==> src/rtl/hazard_ctl_if.sv <==
`default_nettype none
// ============================================================================
// Module      : hazard_ctl_if
// Description : Decode-stage hazard request and stall/forward response bundle.
// Revision    : 1.0 - initial release
// ============================================================================
interface hazard_ctl_if #(
    parameter int REG_AW = 5,
    parameter int FW     = 2
);
    logic              Valid_ID;
    logic [REG_AW-1:0] Rs_ID;
    logic [REG_AW-1:0] Rt_ID;
    logic              UsesRs_ID;
    logic              UsesRt_ID;
    logic [REG_AW-1:0] WriteReg_ID;
    logic              RegWrite_ID;
    logic              MemToReg_ID;
    logic              MduOp_ID;
    logic              Redirect_EX;
    logic              AnyStall;
    logic              Flush_ID;
    logic [FW-1:0]     FwdA_ID;
    logic [FW-1:0]     FwdB_ID;
    logic              MduBusy;

    modport master (
        output Valid_ID, Rs_ID, Rt_ID, UsesRs_ID, UsesRt_ID, WriteReg_ID,
               RegWrite_ID, MemToReg_ID, MduOp_ID, Redirect_EX,
        input  AnyStall, Flush_ID, FwdA_ID, FwdB_ID, MduBusy
    );

    modport slave (
        input  Valid_ID, Rs_ID, Rt_ID, UsesRs_ID, UsesRt_ID, WriteReg_ID,
               RegWrite_ID, MemToReg_ID, MduOp_ID, Redirect_EX,
        output AnyStall, Flush_ID, FwdA_ID, FwdB_ID, MduBusy
    );
endinterface
`default_nettype wire

==> src/rtl/hazard_ctl.sv <==
`default_nettype none
// ============================================================================
// Module      : hazard_ctl
// Description : Scoreboard-based stall, flush and forward control with MDU busy tracking.
// Revision    : 1.0 - initial release
// ============================================================================
module hazard_ctl #(
    parameter int REG_AW     = 5,
    parameter int PIPE_DEPTH = 3,
    parameter int MDU_LAT    = 4,
    parameter int FW         = 2
) (
    input  wire logic     clk,
    input  wire logic     reset,
    hazard_ctl_if.slave   bus
);
    localparam int c_CNT_W = $clog2(MDU_LAT + 1);

    logic [PIPE_DEPTH-1:0] r_v;
    logic [PIPE_DEPTH-1:0] r_load;
    logic [REG_AW-1:0]     r_dest [PIPE_DEPTH];
    logic [c_CNT_W-1:0]    r_cnt;
    logic [REG_AW-1:0]     r_mdu_dest;

    logic [PIPE_DEPTH-1:0] w_match_a;
    logic [PIPE_DEPTH-1:0] w_match_b;
    logic [FW-1:0]         w_fwd_a;
    logic [FW-1:0]         w_fwd_b;
    logic                  w_load_use;
    logic                  w_mdu_busy;
    logic                  w_mdu_struct;
    logic                  w_mdu_data;
    logic                  w_stall;
    logic                  w_advance;
    logic                  w_rs_live;
    logic                  w_rt_live;

    // Register 0 is hard-wired, so it can never be a real dependency.
    assign w_rs_live = bus.UsesRs_ID & (bus.Rs_ID != '0);
    assign w_rt_live = bus.UsesRt_ID & (bus.Rt_ID != '0);

    for (genvar k = 0; k < PIPE_DEPTH; k++) begin : g_match
        assign w_match_a[k] = r_v[k] & w_rs_live & (r_dest[k] == bus.Rs_ID);
        assign w_match_b[k] = r_v[k] & w_rt_live & (r_dest[k] == bus.Rt_ID);
    end

    // Scan oldest to youngest so the youngest match is the one left standing.
    always_comb begin
        w_fwd_a = '0;
        w_fwd_b = '0;
        for (int k = PIPE_DEPTH - 1; k >= 0; k--) begin
            if (w_match_a[k]) w_fwd_a = FW'(k + 1);
            if (w_match_b[k]) w_fwd_b = FW'(k + 1);
        end
    end

    assign w_load_use   = r_load[0] & (w_match_a[0] | w_match_b[0]);
    assign w_mdu_busy   = (r_cnt != '0);
    assign w_mdu_struct = w_mdu_busy & bus.MduOp_ID;
    assign w_mdu_data   = w_mdu_busy & (r_mdu_dest != '0) &
                          ((w_rs_live & (bus.Rs_ID == r_mdu_dest)) |
                           (w_rt_live & (bus.Rt_ID == r_mdu_dest)));
    assign w_stall      = bus.Valid_ID & ~bus.Redirect_EX &
                          (w_load_use | w_mdu_struct | w_mdu_data);
    assign w_advance    = bus.Valid_ID & ~bus.Redirect_EX & ~w_stall;

    always_ff @(posedge clk) begin
        if (!reset) begin
            r_v        <= '0;
            r_load     <= '0;
            r_cnt      <= '0;
            r_mdu_dest <= '0;
            for (int k = 0; k < PIPE_DEPTH; k++) r_dest[k] <= '0;
        end else begin
            r_v[0]    <= w_advance & bus.RegWrite_ID & ~bus.MduOp_ID;
            r_load[0] <= w_advance & bus.MemToReg_ID;
            r_dest[0] <= bus.WriteReg_ID;
            for (int k = 1; k < PIPE_DEPTH; k++) begin
                r_v[k]    <= r_v[k-1];
                r_load[k] <= r_load[k-1];
                r_dest[k] <= r_dest[k-1];
            end
            if (w_advance & bus.MduOp_ID) begin
                r_cnt      <= c_CNT_W'(MDU_LAT);
                r_mdu_dest <= bus.WriteReg_ID;
            end else if (w_mdu_busy) begin
                r_cnt <= r_cnt - 1'b1;
            end
        end
    end

    assign bus.AnyStall = reset & w_stall;
    assign bus.Flush_ID = reset & (bus.Redirect_EX | w_stall);
    assign bus.FwdA_ID  = (reset & bus.Valid_ID) ? w_fwd_a : '0;
    assign bus.FwdB_ID  = (reset & bus.Valid_ID) ? w_fwd_b : '0;
    assign bus.MduBusy  = reset & w_mdu_busy;
endmodule
`default_nettype wire
==> src/flat_wrapper.sv <==
// flat-port wrapper written by rule: the top's interface ports become plain ports
module hazard_ctl_flat 
#(
    parameter int REG_AW     = 5,
    parameter int PIPE_DEPTH = 3,
    parameter int MDU_LAT    = 4,
    parameter int FW         = 2
)
  (clk, reset, bus_Valid_ID, bus_Rs_ID, bus_Rt_ID, bus_UsesRs_ID, bus_UsesRt_ID, bus_WriteReg_ID, bus_RegWrite_ID, bus_MemToReg_ID, bus_MduOp_ID, bus_Redirect_EX, bus_AnyStall, bus_Flush_ID, bus_FwdA_ID, bus_FwdB_ID, bus_MduBusy);
  hazard_ctl_if #(.REG_AW(REG_AW), .FW(FW)) bus_i ();
  input  wire logic clk;
  input  wire logic reset;
  input wire logic [$bits(bus_i.Valid_ID)-1:0] bus_Valid_ID;
  input wire logic [$bits(bus_i.Rs_ID)-1:0] bus_Rs_ID;
  input wire logic [$bits(bus_i.Rt_ID)-1:0] bus_Rt_ID;
  input wire logic [$bits(bus_i.UsesRs_ID)-1:0] bus_UsesRs_ID;
  input wire logic [$bits(bus_i.UsesRt_ID)-1:0] bus_UsesRt_ID;
  input wire logic [$bits(bus_i.WriteReg_ID)-1:0] bus_WriteReg_ID;
  input wire logic [$bits(bus_i.RegWrite_ID)-1:0] bus_RegWrite_ID;
  input wire logic [$bits(bus_i.MemToReg_ID)-1:0] bus_MemToReg_ID;
  input wire logic [$bits(bus_i.MduOp_ID)-1:0] bus_MduOp_ID;
  input wire logic [$bits(bus_i.Redirect_EX)-1:0] bus_Redirect_EX;
  output wire logic [$bits(bus_i.AnyStall)-1:0] bus_AnyStall;
  output wire logic [$bits(bus_i.Flush_ID)-1:0] bus_Flush_ID;
  output wire logic [$bits(bus_i.FwdA_ID)-1:0] bus_FwdA_ID;
  output wire logic [$bits(bus_i.FwdB_ID)-1:0] bus_FwdB_ID;
  output wire logic [$bits(bus_i.MduBusy)-1:0] bus_MduBusy;
  assign bus_i.Valid_ID = bus_Valid_ID;
  assign bus_i.Rs_ID = bus_Rs_ID;
  assign bus_i.Rt_ID = bus_Rt_ID;
  assign bus_i.UsesRs_ID = bus_UsesRs_ID;
  assign bus_i.UsesRt_ID = bus_UsesRt_ID;
  assign bus_i.WriteReg_ID = bus_WriteReg_ID;
  assign bus_i.RegWrite_ID = bus_RegWrite_ID;
  assign bus_i.MemToReg_ID = bus_MemToReg_ID;
  assign bus_i.MduOp_ID = bus_MduOp_ID;
  assign bus_i.Redirect_EX = bus_Redirect_EX;
  assign bus_AnyStall = bus_i.AnyStall;
  assign bus_Flush_ID = bus_i.Flush_ID;
  assign bus_FwdA_ID = bus_i.FwdA_ID;
  assign bus_FwdB_ID = bus_i.FwdB_ID;
  assign bus_MduBusy = bus_i.MduBusy;
  hazard_ctl #(.REG_AW(REG_AW), .PIPE_DEPTH(PIPE_DEPTH), .MDU_LAT(MDU_LAT), .FW(FW)) u_core (.clk(clk), .reset(reset), .bus(bus_i));
endmodule
==> config.mk <==
export PLATFORM = sky130hd
export DESIGN_NAME = hazard_ctl_flat
export DESIGN_NICKNAME = d
export VERILOG_FILES = /design/src/rtl/hazard_ctl_if.sv /design/src/rtl/hazard_ctl.sv /design/src/flat_wrapper.sv
export SDC_FILE = /design/constraint.sdc
export NUM_CORES = 1
export LEC_CHECK = 0
export CELL_PAD_IN_SITES_DETAIL_PLACEMENT = 1
export CELL_PAD_IN_SITES_GLOBAL_PLACEMENT = 1
export CORE_MARGIN = 2
export CORE_UTILIZATION = 50
export DETAILED_ROUTE_END_ITERATION = 8
export DONT_BUFFER_PORTS = 1
export PLACE_DENSITY_LB_ADDON = 0.1
export SYNTH_ARGS = -nofsm -noshare
export SYNTH_HDL_FRONTEND = slang
export SYNTH_SLANG_ARGS = --single-unit
==> constraint.sdc <==
create_clock -name clk -period 4.8 [get_ports clk]
set_input_delay 0.96 -clock clk [delete_from_list [all_inputs] [get_ports clk]]
set_output_delay 0.96 -clock clk [all_outputs]
set_load 0.005 [all_outputs]
==> summary.md <==
| Metric | Value |
|---|---|
| Status | `completed` |
| First-pass GRT wire length | `between 5000 and 6000 um` |
| Setup violations, final | `0` |
| H-tree depth | `1` |
| Total vias in the final route | `between 1000 and 1500` |
| Vias in the first global route | `around 1200` |
| Num CTS Buffers | `3` |
| Critical path data arrival time | `around 2.5 ns` |
| Reg area | `approximately 540 um^2` |
| Final Power | `~0.00050 W` |
| Fin nets | `~190` |
| Setup TNS | `0 ns` |
| Post-synthesis xor/xnor area fraction | `0.230` |
| Critical path type | `in2out` |
| Area of the multi-input gates | `around 920 um^2` |
| Core area | `around 0.003 mm^2` |
| VDD IR-drop max | `between 0.0002 and 0.00025 V` |
| FP Rows | `20` |
| Worst min path class | `reg2reg` |
| Worst Tran Pin Value | `roughly 0.69 ns` |
| Final Wtd Congestion | `around 0.8` |
| Compound-Gate Fraction of Synth Area | `0.0737` |
| Most frequent cells in the layout | `dfxtp_1, xnor2_1, nand2_1` |
| Setup bufs post-CTS | `0` |
| Slew Limit Fails | `0` |
| Max incr delay on CP | `~0.48 ns` |
| IO Count | `31` |
| Slowest CP cell | `nor4_1` |
| # diodes | `0` |
| Reg-to-Reg End | `u_core.r_mdu_dest[3]` |
| Post-route minimum period | `between 3 and 4 ns` |
| Setup ws final | `around 1.3 ns` |
| PD cells | `approximately 320 mW/mm^2` |
| Unrepaired setup endpoints after global routing | `false` |
| Crit. path cell count | `6` |
| Crit-path max FO | `5` |
| Post-route cell area | `0.00156 mm^2` |
| Final hold viol count | `0` |
| MaxCap Viol Count | `0` |
| Post-synthesis mux area share | `0.0392` |
| Net Count, Synth | `200` |
| Die area | `~0.0036 mm^2` |
| Leak pwr | `between 0.5 and 0.6 nW` |
| Reg2Reg Launch Point | `u_core.r_mdu_dest[1]` |
| Initial core utilization | `0.520` |
| Per-cell routed wire length | `roughly 18 um` |
| Sequential area share after synthesis | `0.346` |
| CTS resizes | `0` |
| R2R cell count | `5` |
| Total congestion overflow | `0` |
| Synthesized area | `~0.0016 mm^2` |
| CTS root buffer | `clkbuf_4` |
| Commonest non-fill, non-tap cell in the layout | `dfxtp_1` |
| Hold-fix buffers, CTS | `0` |
| CP endpoint kind | `primary output` |
| Crit path capture | `bus_Flush_ID` |
| Crit start category | `input port` |
| ANT nets after route | `0` |
| P&R area growth vs syn | `0.0801%` |
| Clk buf depth | `2` |
| Rel. slew slack | `0.534` |
| CP Data Required Time | `between 3 and 4 ns` |
| Critical Path Start | `bus_Rs_ID[1]` |
| Final period util | `0.724` |
| Largest family of logic cells by synthesized area | `simple AND/OR/NAND/NOR gates` |
| Flops & latches, synth | `27` |
| Drt first pass iters | `4` |
| DP HPWL | `around 2800 um` |
| Clock sinks | `27` |
| WP buf/inv | `0` |
| Clock latency on the worst-skew pair | `~0.34 ns` |
| Register-to-register setup slack | `approximately 2.6 ns` |
| Setup Skew | `about 0.0053 ns` |
| Syn_area_per_cell | `around 9 um^2` |
| CTS tree | `yes` |
| Vias per cell | `5.63` |
| Synth warnings | `0` |
| Placed Area | `~0.0015 mm^2` |
| Synth cell types | `33` |
| Adder-cell share of the synthesized area | `0.0160` |
| Chain of cells forming the critical path | `xor2_1, nor4_1, nand4b_1, a21boi_2, nor3_1, o21ai_0` |
| Final Routed Wirelength | `3540 um` |
| Pin count of the biggest net entering global routing | `31` |
| Buffers on Ports | `0` |
| Gate count of the mapped netlist | `approximately 170` |
| CP delay by family, top | `simple AND/OR/NAND/NOR gates` |
| # fillers | `355` |
| Gr usage total | `0.223` |
| Highest clock rate | `about 0.29 GHz` |
| Initial antenna violation count | `0` |
| Post-Synth Simple-Gate Area | `0.233` |
| Clock Pin Slew Worst Setup and Hold Paths | `0.15 ns` |
| Fraction of layout cells with a size suffix above 1 | `0.0671` |
| Residual DRC | `0` |
| Die Wd | `about 60 um` |
| Die Span Y | `around 60 um` |
| Pre-CTS setup slack | `1.36 ns` |
| DRT iter0 DRCs | `25` |
## per-layer routing
layer  routed length [um]  global-route usage
met1                 1620               0.289
met2                 1690               0.354
met3                  194              0.0693
met4                   38              0.0667
met5                    0                   0
## worst min-delay path by stage
stage	start	end	slack (ns)	cells after the start
global placement	u_core.r_v[1]	u_core.r_v[2]	0.49	1
CTS	u_core.r_v[1]	u_core.r_v[2]	0.52	1
floorplan	u_core.r_v[1]	u_core.r_v[2]	0.45	1
global route	u_core.r_v[0]	u_core.r_v[1]	0.53	1
detailed placement	u_core.r_v[1]	u_core.r_v[2]	0.49	1
finish	u_core.r_v[1]	u_core.r_v[2]	0.51	1
## Yosys cell counts
cell type  instances  share of area
nor2_1             7          0.017
o211ai_1           1         0.0048
a21boi_2           1         0.0072
buf_2              3         0.0096
ha_1               2          0.016
dfxtp_1           27           0.35
or4_4              2          0.014
a21oi_1            2         0.0064
o21a_1             1         0.0048
o2111a_1           2          0.014
nand2_1           19          0.046
nand4_1            4          0.016
o41ai_1            1         0.0056
inv_1              7          0.017
mux2_2             1         0.0072
and2_1            13          0.052
nand3_1            2         0.0064
nand4b_1           2          0.011
nand2b_1           1         0.0040
buf_6              2          0.014
nand3b_1           1         0.0048
xor2_1            16          0.090
clkbuf_1           9          0.022
nor4_1             5          0.020
and4b_1            1         0.0064
o21ai_0            3         0.0096
and3_1             1         0.0040
or4_1              1         0.0048
o21ai_4            2          0.021
xnor2_1           25           0.14
nor4_4             1          0.014
nor3_1             4          0.013
mux2i_1            5          0.032
## per-stage QoR
stage               utilization  cells  hold slack, ns
finish                    0.521    197           0.514
global route              0.521    197           0.528
CTS                       0.521    197           0.517
detailed placement        0.510    193           0.489
global placement          0.510    193           0.487
floorplan                     -    174           0.452
## where the power goes
group,leakage (nW),switching [W],internal (W)
clock network,0.0183,0.0000749,0.0000341
registers,0.221,0.0000138,0.000243
logic,0.354,0.0000690,0.0000627
total,0.593,0.000158,0.000340
## worst register-to-register path: stages, from the launching register on
cell,delay (ns)
dfxtp_1,0.39
or4_1,0.53
nor2_1,0.16
o41ai_1,0.16
nor4_4,0.64
mux2i_1,0.25
## area by class of cell
cell class	instances	area share
tap	33	0.0264
clock inverter	1	0.00560
clock buffer	3	0.0144
inverter	7	0.0168
multi-input combinational	126	0.591
sequential	27	0.346
## cells by family after synthesis
group | Yosys count
AO/OA/AOI/OAI | 13
XOR/XNOR | 41
adder cells (fa/ha/maj) | 2
AND/OR/NAND/NOR | 64
flip-flops | 27
buffers and inverters | 21
multiplexers | 6
## state kept, by name, indices dropped and copies added (netlist names)
register and flops:
u_core.r_v 3, u_core.r_dest 15, u_core.r_load 1, u_core.r_cnt 3, u_core.r_mdu_dest 5
Note: power is estimated with default switching activity, not from simulation.
